===== src/rtl/invader_march_ctrl.sv =====
// invader_march_ctrl
//   Sequences the alien formation's march. Divides the per-frame tick down to
//   a move cadence of (MIN_PERIOD + alive_count) frames, issues a one-cycle
//   mueva strobe with every move, bounces the formation off the side walls
//   (drop one row, reverse direction) and latches landed once the formation
//   top edge reaches Y_LIMIT.
//
// Ports
//   clk          system clock
//   reset        synchronous, active-high reset
//   frame_tick   one-cycle pulse per video frame
//   enable       1 = march runs, 0 = pause (state held)
//   alive_count  aliens alive, 0..55 (0 = wave cleared, march stops)
//   mueva        one-cycle strobe, coincident with the first cycle of a new position
//   posxE1       formation left-edge x
//   posy         formation top-edge y
//   dir          1 = moving right, 0 = moving left
//   landed       sticky, formation reached Y_LIMIT
module invader_march_ctrl #(
  parameter int unsigned STEP_X     = 8,
  parameter int unsigned STEP_Y     = 16,
  parameter int unsigned X_LEFT     = 16,
  parameter int unsigned X_RIGHT    = 560,
  parameter int unsigned Y_START    = 64,
  parameter int unsigned Y_LIMIT    = 400,
  parameter int unsigned MIN_PERIOD = 2
) (
  input  logic        clk,
  input  logic        reset,
  input  logic        frame_tick,
  input  logic        enable,
  input  logic [5:0]  alive_count,
  output logic        mueva,
  output logic [10:0] posxE1,
  output logic [10:0] posy,
  output logic        dir,
  output logic        landed
);

  typedef enum logic [2:0] {
    ST_IDLE,
    ST_WAIT,
    ST_STEP_H,
    ST_STEP_V,
    ST_LANDED
  } state_e;

  state_e      state_q, state_d;
  logic [6:0]  frame_cnt_q, frame_cnt_d;
  logic [10:0] posx_q, posx_d;
  logic [10:0] posy_q, posy_d;
  logic        dir_q, dir_d;
  logic        mueva_q, mueva_d;
  logic        landed_q, landed_d;

  logic [6:0]  period;
  logic [6:0]  period_m1;
  logic [11:0] posx_ext;
  logic [11:0] posy_next_ext;
  logic        at_wall;

  // 7 bits hold 2 + 55 without overflow; MIN_PERIOD >= 1 keeps period_m1 >= 0.
  assign period    = 7'(alive_count) + 7'(MIN_PERIOD);
  assign period_m1 = period - 7'd1;

  // Wall tests done one bit wider than the position so neither side can wrap.
  assign posx_ext      = {1'b0, posx_q};
  assign posy_next_ext = {1'b0, posy_q} + 12'(STEP_Y);
  assign at_wall = dir_q ? (posx_ext + 12'(STEP_X) > 12'(X_RIGHT))
                         : (posx_ext < 12'(X_LEFT) + 12'(STEP_X));

  always_comb begin
    state_d     = state_q;
    frame_cnt_d = frame_cnt_q;
    posx_d      = posx_q;
    posy_d      = posy_q;
    dir_d       = dir_q;
    mueva_d     = 1'b0;
    landed_d    = landed_q;

    case (state_q)
      ST_IDLE: begin
        if (enable) state_d = ST_WAIT;
      end
      ST_WAIT: begin
        if (frame_tick && enable && (alive_count != '0)) begin
          // >= rather than == so a period that shrank below the count still fires.
          if (frame_cnt_q >= period_m1) begin
            frame_cnt_d = '0;
            state_d     = at_wall ? ST_STEP_V : ST_STEP_H;
          end else begin
            frame_cnt_d = frame_cnt_q + 7'd1;
          end
        end
      end
      ST_STEP_H: begin
        posx_d  = dir_q ? (posx_q + 11'(STEP_X)) : (posx_q - 11'(STEP_X));
        mueva_d = 1'b1;
        state_d = ST_WAIT;
      end
      ST_STEP_V: begin
        posy_d  = posy_next_ext[10:0];
        dir_d   = ~dir_q;
        mueva_d = 1'b1;
        if (posy_next_ext >= 12'(Y_LIMIT)) begin
          landed_d = 1'b1;
          state_d  = ST_LANDED;
        end else begin
          state_d  = ST_WAIT;
        end
      end
      ST_LANDED: begin
        landed_d = 1'b1;
      end
      default: begin
        state_d = ST_IDLE;
      end
    endcase
  end

  always_ff @(posedge clk) begin
    if (reset) begin
      state_q     <= ST_IDLE;
      frame_cnt_q <= '0;
      posx_q      <= 11'(X_LEFT);
      posy_q      <= 11'(Y_START);
      dir_q       <= 1'b1;
      mueva_q     <= 1'b0;
      landed_q    <= 1'b0;
    end else begin
      state_q     <= state_d;
      frame_cnt_q <= frame_cnt_d;
      posx_q      <= posx_d;
      posy_q      <= posy_d;
      dir_q       <= dir_d;
      mueva_q     <= mueva_d;
      landed_q    <= landed_d;
    end
  end

  assign mueva  = mueva_q;
  assign posxE1 = posx_q;
  assign posy   = posy_q;
  assign dir    = dir_q;
  assign landed = landed_q;

endmodule


===== config.mk =====
export PLATFORM = sky130hd
export DESIGN_NAME = invader_march_ctrl
export DESIGN_NICKNAME = d
export VERILOG_FILES = /design/src/rtl/invader_march_ctrl.sv
export SDC_FILE = /design/constraint.sdc
export NUM_CORES = 1
export LEC_CHECK = 0
export CAP_MARGIN = 30
export CORE_MARGIN = 1.5
export CORE_UTILIZATION = 40
export CTS_CLUSTER_DIAMETER = 50
export DETAILED_ROUTE_END_ITERATION = 7
export MAX_ROUTING_LAYER = met4
export SETUP_SLACK_MARGIN = 0.15
export SLEW_MARGIN = 20
export SYNTH_ARGS = -nofsm -noshare
export SYNTH_HDL_FRONTEND = slang
export SYNTH_SLANG_ARGS = --single-unit

===== constraint.sdc =====
create_clock -name clk -period 6.52 [get_ports clk]
set_clock_uncertainty 0.15 [all_clocks]
set_input_delay 0.652 -clock clk [delete_from_list [all_inputs] [get_ports clk]]
set_output_delay 0.652 -clock clk [all_outputs]
set_load 0.005 [all_outputs]

======== After elaboration in Yosys (flattened, before gate mapping) ========
Index checks and enable logic that the tools add are counted.
cells by class
  add/sub/neg operators ................... 7
  multipliers ............................. 0
  divide/modulo/power cells ............... 0
  magnitude comparators ................... 4
  equality and inequality tests ........... 8
  shift operators ......................... 0
  multiplexer cells ....................... 12
  bitwise operators ....................... 2
  reduce and logical (&&, ||, !) cells .... 9
operators with widths
  cell                   count
  $pmux 3 s5             1
  $add 11x4->12 const B  1
  $add 11x5->12 const B  1
  $ge 12x9->1 const B    1
  $gt 12x10->1 const B   1
  $mux 3                 4
  $add 11x4->11 const B  1
  $lt 11x5->1 const B    1
  $mux 11                1
  $sub 11x4->11 const B  1
  $ne 2x2->1 const B     4
  $add 6x2->7 const B    1
  $add 7x1->7 const B    1
  $ge 7x7->1             1
  $mux 7                 1
  $sub 7x1->7 const B    1
  $eq 3x2->1 const B     2
  $reduce_bool 6->1      1
  $mux 1                 4
  $reduce_and 2->1       2
  $reduce_and 4->1       1
  $eq 3x1->1 const B     1
  $eq 3x3->1 const B     1
  $logic_not 3->1        1
  5 further kinds        7
word-level totals
  bits in registers ....................... 35
  bits in latches ......................... 0
  memory bits (writable) .................. 0
  ROM bits ................................ 0
  output and inout port bits .............. 25
  word-level logic and storage cells ...... 49
  memories kept ........................... 0

======== Logic depth before layout (Yosys ltp) ========
  word-level depth ........................ 7
  depth in mapped cells ................... 9
  mapped depth without buffers ............ 9

======== Least setup slack after synthesis ========
Ideal clock, no wire load.
  path kind ............................... in2reg
  start ................................... input alive_count[0]
  end ..................................... register frame_cnt_q[2]
  data arrival time ....................... 2.290 ns
  data required time ...................... 6.306 ns
  slack ................................... 4.015 ns
  cell stages on the path ................. 9
  cell sequence ........................... ha_1 and3_1 xnor2_1 ha_1 a21o_1 a21o_1 a21o_1 a31o_1 nor2_1
on the way
  word-level cells in the longest chain between the ends .. 4
RTL lines
  what                  RTL line  text
  from (decl)           32        input logic [5:0] alive_count,
  $add 6x2->7           63        assign period = 7'(alive_count) + 7'(MIN_PERIOD);
  $sub 7x1->7           64        assign period_m1 = period - 7'd1;
  $ge 7x7->1            88        if (frame_cnt_q >= period_m1) begin
  $mux 7                88
  to (signal assigned)  132       frame_cnt_q <= frame_cnt_d;
  to (decl)             49        logic [6:0] frame_cnt_q, frame_cnt_d;
Parallel ways exist; a longest one is shown, timed or not.
A chain may end at the register's enable or synchronous reset.

======== Worst setup path after layout ========
  start ................................... input alive_count[0]
  end ..................................... register frame_cnt_q[4]
The elaborated chain is that of the path after synthesis.

==> impl_metrics.yaml <==
setup_path:
  required_ps: 6580
  rr_worst_depth: 7
  crit_type: "primary input to flip-flop"
  crit_path_max_fanout: 5
  start_kind: "primary input"
  r2r_slack_ps: 4150
  cp.arrival_ps: 2890
  endpoint_kind: "flip-flop"
  r2r_end: "posxE1[10]"
  r2r_start: "dir"
synth:
  ys_seq_area_frac: 0.277
  netlist_instances: 246
  synth_edf_count: 0
  avgSynthCellArea_sq_um: 8.23
  ys_ff_latch: 28
  synthArstFlopShare: 0
  synth_flop_cell: "dfxtp_1"
  synthDistinctLibCells: 52
  ys_warn_count: 0
  syn_area_sq_mm: 0.00202
global_route:
  antenna_found_initial: 0
  grt_start_max_net_pins: 27
  grt_util_all_layers: 0.173
  grt_pass1_vias: 1603
  grt_remaining_overflow: 0
  grt_pass1_wl_mm: 7.36
pwr:
  peakVddDrop_mv: 0.145
  power_density_mw_per_mm2: 127
  p_leak_nw: 0.995
sta:
  grt_setup_unrepaired: "no"
  slew_violations: 0
  final.min_clock_period_ps: 2830
  tns_ps: 0
  slew-limit-headroom: 0.600
  tightest_slew_ps: 597
  final_hold_viol_count: 0
  setup_violations: 0
  period_share: 0.434
  fmax_mhz: 354
final_layout:
  nFillCells: 470
  fin_util: 0.497
  seq_area_sq_um: 561
  nets: 302
  layout-drive-gt1-share: 0.0372
  multiInputGateArea_sq_mm: 0.00134
  diodes: 0
  area_delta_synth_final_pct: 17.4
hold_path:
  hold_depth: 2
  whs_endpoint: "landed"
  hp-class: "flip-flop to flip-flop"
  hp-start: "landed"
floorplan:
  die_y_microns: 74.1
  design.core.area_sq_mm: 0.00479
  die_x_microns: 74.1
  die_area_sq_mm: 0.00550
  initial_core_util: 0.423
  row_count: 25
  ios: 35
clocking:
  cts_buffers: 3
  cts_tree: "yes"
  clk_latency_ps: 270
  ctsHoldBuffers: 0
  cts-htree-levels: 1
  clk_path_buf_depth: 2
  postCtsSetupRepairBufs: 0
  cts_resized: 0
  clk_root_buffer_cell: "clkbuf_8"
  cts.sink_count: 28
  clkTransAtPathRegs_ps: 90
detailed_routing:
  drcViolationCount: 0
  drt-vias-per-instance: 5.26
  met1_length_mm: 2.21
  dr.max_layer_used: "met4"
  detail_route.first_pass.iterations: 4
  post_drt_wl_per_cell_microns: 12.9
  drt-initial-drc-count: 46
  ant_nets: 0
  wl_met2_mm: 1.93
  postRouteWirelength_mm: 4.33
  vias: 1767
  wl_met3_microns: 162
job:
  max-cap-violations: 0
placed_design:
  gp_congestion: 0.755
  port-buffer-count: 27
  hpwl_mm: 3.27
run_status:
  status: "finished clean"
-- stage by stage --
stage	cell area, sq um	hold WS, ps	worst slack, ps	total power [mW]	cells
after detailed placement	2320	313	3400	0.214	332
after global placement	2320	316	3450	0.214	332
after CTS	2360	328	3690	0.306	335
after floorplan	2050	307	4020	0.205	252
after global routing	2380	365	3550	0.318	336
final	2380	320	3690	0.303	336
-- how the worst max path moves through the flow --
stage                   start             end  slack [ps]  depth (start not counted)
2_1_floorplan  alive_count[0]  frame_cnt_q[2]        4020                          9
3_3_place_gp   alive_count[0]  frame_cnt_q[2]        3450                         10
3_5_place_dp   alive_count[0]  frame_cnt_q[4]        3400                         10
4_1_cts        alive_count[0]  frame_cnt_q[4]        3690                         10
5_1_grt        alive_count[0]  frame_cnt_q[6]        3550                         10
6_report       alive_count[0]  frame_cnt_q[4]        3690                         10
-- cells in the final DEF (no fill, tap or decap), types with 3 or more instances in the layout --
master and count:
inv_1 18, clkbuf_8 3, a21o_1 6, xnor2_1 9, xor2_1 10, nor3_1 8
conb_1 7, dfxtp_1 28, and3_1 4, nand3_1 9, ha_1 20, o21ai_0 10
clkdlybuf4s50_1 27, nor2_1 19, or3_1 4, nor3b_1 3, o211ai_1 3, nand2_1 17
a21oi_1 12, a31oi_1 4, nand4_1 5
-- synth_stat cells (all sizes together), types with 4 or more instances --
cell type,number,share of area
inv,18,0.033
clkbuf,5,0.0093
xor2,10,0.043
or3,4,0.012
nand3,9,0.022
a21o,6,0.022
o21ai,10,0.025
ha,20,0.12
buf,9,0.030
nand4,5,0.015
dfxtp,28,0.28
a21oi,12,0.030
xnor2,9,0.039
nand2,17,0.032
and3,4,0.012
nor2,19,0.035
nor3,9,0.025
a31oi,4,0.012
-- power by group --
part | internal (mW) | switching (mW)
Clock | 0.0414 | 0.0503
Sequential | 0.173 | 0.00324
Combinational | 0.0169 | 0.0181
Total | 0.231 | 0.0717
-- cell families (layout without fill, tap and decap cells) --
family,count (synthesis),in the layout,share of synthesized area
compound gates,56,56,0.192
other cells,1,7,0.00185
buf+inv,32,49,0.0729
mux,3,3,0.0155
fa+ha+maj,21,21,0.133
flops,28,28,0.277
simple gates,86,86,0.225
xor+xnor,19,19,0.0822
-- flip-flops by register name (all words and copies together), names as in the netlist --
register / cells
posy: 7
dir: 1
landed: 1
frame_cnt_q: 7
state_q: 3
mueva: 1
posxE1: 8
-- worst max-delay path, stage by stage --
cell and delay, ps:
clkdlybuf4s50_1 450, ha_1 250, and3_1 210, xnor2_1 130, ha_1 290, a21o_1 180, a21o_1 180, a21o_1 180
a31o_1 270, nor2_1 110
-- area by class of cell --
cell class	count	area share
flip-flops and latches	28	0.236
clock buffers	3	0.0174
multi-input cells	192	0.563
inverters	18	0.0284
well taps	67	0.0353
repair buffers	28	0.120
-- metal layers --
| layer | vias up | track usage |
|---|---|---|
| met5 | - | - |
| met4 | 0 | 0.0267 |
| met3 | 2 | 0.0285 |
| met2 | 26 | 0.259 |
| met1 | 821 | 0.247 |
| li1 | 918 | - |
Note: power is estimated with default switching activity, not from simulation.
==> edit (config.mk and constraints unchanged) <==
Re-encode `state_e` (5 states) as Gray code, 3 bits wide.
--- a/src/rtl/invader_march_ctrl.sv
+++ b/src/rtl/invader_march_ctrl.sv
@@ -38,11 +38,11 @@
 );
 
   typedef enum logic [2:0] {
-    ST_IDLE,
-    ST_WAIT,
-    ST_STEP_H,
-    ST_STEP_V,
-    ST_LANDED
+    ST_IDLE   = 3'b000,
+    ST_WAIT   = 3'b001,
+    ST_STEP_H = 3'b011,
+    ST_STEP_V = 3'b010,
+    ST_LANDED = 3'b110
   } state_e;
 
   state_e      state_q, state_d;
Check against the original RTL: same outputs for any inputs over 10 cycles, from zero or initial values and one cycle with reset high; not proved beyond that.
==> edit against the original RTL <==
Total power up 15%; die area fell by 0.12%; sequential share of layout area is 0.099 points lower; synthesized area is 0.12% lower; routed wire length fell by 3.8%; synthesized cell count shrank 0.41%; sequential cell count did not move; final area up 0.42%; clock power grew 52%; final cell count fell by 0.30%; setup slack got worse by 0.14 ns; combinational power barely moved; largest power group unchanged; highest routed layer unchanged.
==> edit: results (changes against the original RTL) <==
Synthesis
  – Top post-synthesis cells by area: dfxtp_1 (28%), ha_1 (12%), nor2_1 (4.6%)
  – Post-Synth XOR/XNOR Area: 0.07797 (-0.004230)
  – Proportion of synthesized area in mux cells: 0.01485 (-0.0005997)
  – Distinct cells, synth: 54 (+3.8%)
  – Post-synthesis adder-cell area fraction: 0.1337 (+0.0001652)
  – Synth Area per Inst: 8.253 µm² (+0.28%)
  – Commonest cells in the netlist: dfxtp_1 (28), nor2_1 (25), ha_1 (20)
  – Sequential-to-total area share from yosys stat: 0.2772 (+0.0003427)
  – Synth Area in Compound Gates: 0.1559 (-0.03627)
  – Synthesized cell area: 2022 µm² (-0.12%)

Power and ir drop
  – NetSw: 0.07901 mW (+10%)
  – P_leak: 0.9812 nW (-1.4%)

Outcome
  – Run status: complete, no violations

GRT
  – Largest net degree at the start of global routing: 24 (-11%)
  – First-pass GRT wire length: 6810 µm (-7.5%)
  – Vias in the first global route: 1535 (-4.2%)
  – Overall routing resource usage: 0.1610 (-0.01156)
  – Met3 usage: 0.03252 (+0.004065)
  – Met2 Use GR: 0.2659 (+0.006944)
  – Met1 global-route usage: 0.2043 (-0.04241)

Layout
  – Layout cells sized above 1: 0.05224 (+0.01506)
  – Multi-input gates: 193 (+0.52%)
  – Fraction of area in registers: 0.2348 (-0.0009887)
  – Number of fill cells: 484 (+3.0%)
  – Inverter count: 15 (-3)
  – Final nets: 300 (-0.66%)
  – ClkCell Share: 0.02987 (+0.01251)
  – Fraction of area in multi-input gates: 0.5603 (-0.002885)
  – Final cell count without fillers: 335 (-0.30%)

Drt
  – Initial DRC count: 54 (+17%)
  – Via/cell ratio: 5.284 (+0.47%)

STA
  – Hold WS: 0.3175 ns (-0.002300 ns)
  – Fin crit period: 2.971 ns (+0.1443 ns)

Placed design
  – Post-DP HPWL: 3134 µm (-4.1%)
  – Placed Area: 2316 µm² (-0.22%)
  – GP Congestion: 0.7771 (+2.9%)
  – Placed insts: 331 (-0.30%)
  – Place WS: 3.230 ns (-0.1690 ns)

Setup path
  – Worst R2R Path Depth: 8 (+1)
  – Setup crit end: state_q[0]$_SDFFE_PP0P_
  – Critical path peak fanout: 10 (+5)
  – Flop2flop setup slack: 3.99 ns (-0.16 ns)
  – Reg-to-reg endpoint: posxE1[10]$_SDFFE_PP0N_
[edit: changes by cell type in the layout (fill, tap and decap cells not counted), moves of 3 or more]
cell and change:
nor2_1 +6, nor4_1 +5, a21o_1 -3, inv_1 -3
nor3_1 -6, a31oi_1 +4, nor4b_1 +4, o21ai_0 -3
or3_1 -3
[edit: power groups by stage]
stage,Combinational [mW],Clock [mW],Sequential [mW]
2_1_floorplan,0.0254,0,0.179
3_3_place_gp,0.0344,0,0.179
3_5_place_dp,0.0348,0,0.179
4_1_cts,0.0350,0.143,0.176
5_1_grt,0.0391,0.150,0.176
6_report,0.0348,0.139,0.176
[edit: worst register-to-register path, stage by stage (launching register included)]
cell and delay, ns:
dfxtp_1 0.47, inv_1 0.22, ha_1 0.32, a21oi_1 0.19, o211ai_1 0.15, o41ai_1 0.41
mux2i_1 0.29, xor2_1 0.16, nor2_1 0.05
[edit: per-layer routing]
metal	wire length, µm	vias up
li1	-	919
met1	2090	821
met2	1926	28
met3	119	2
met4	25	0
met5	0	-
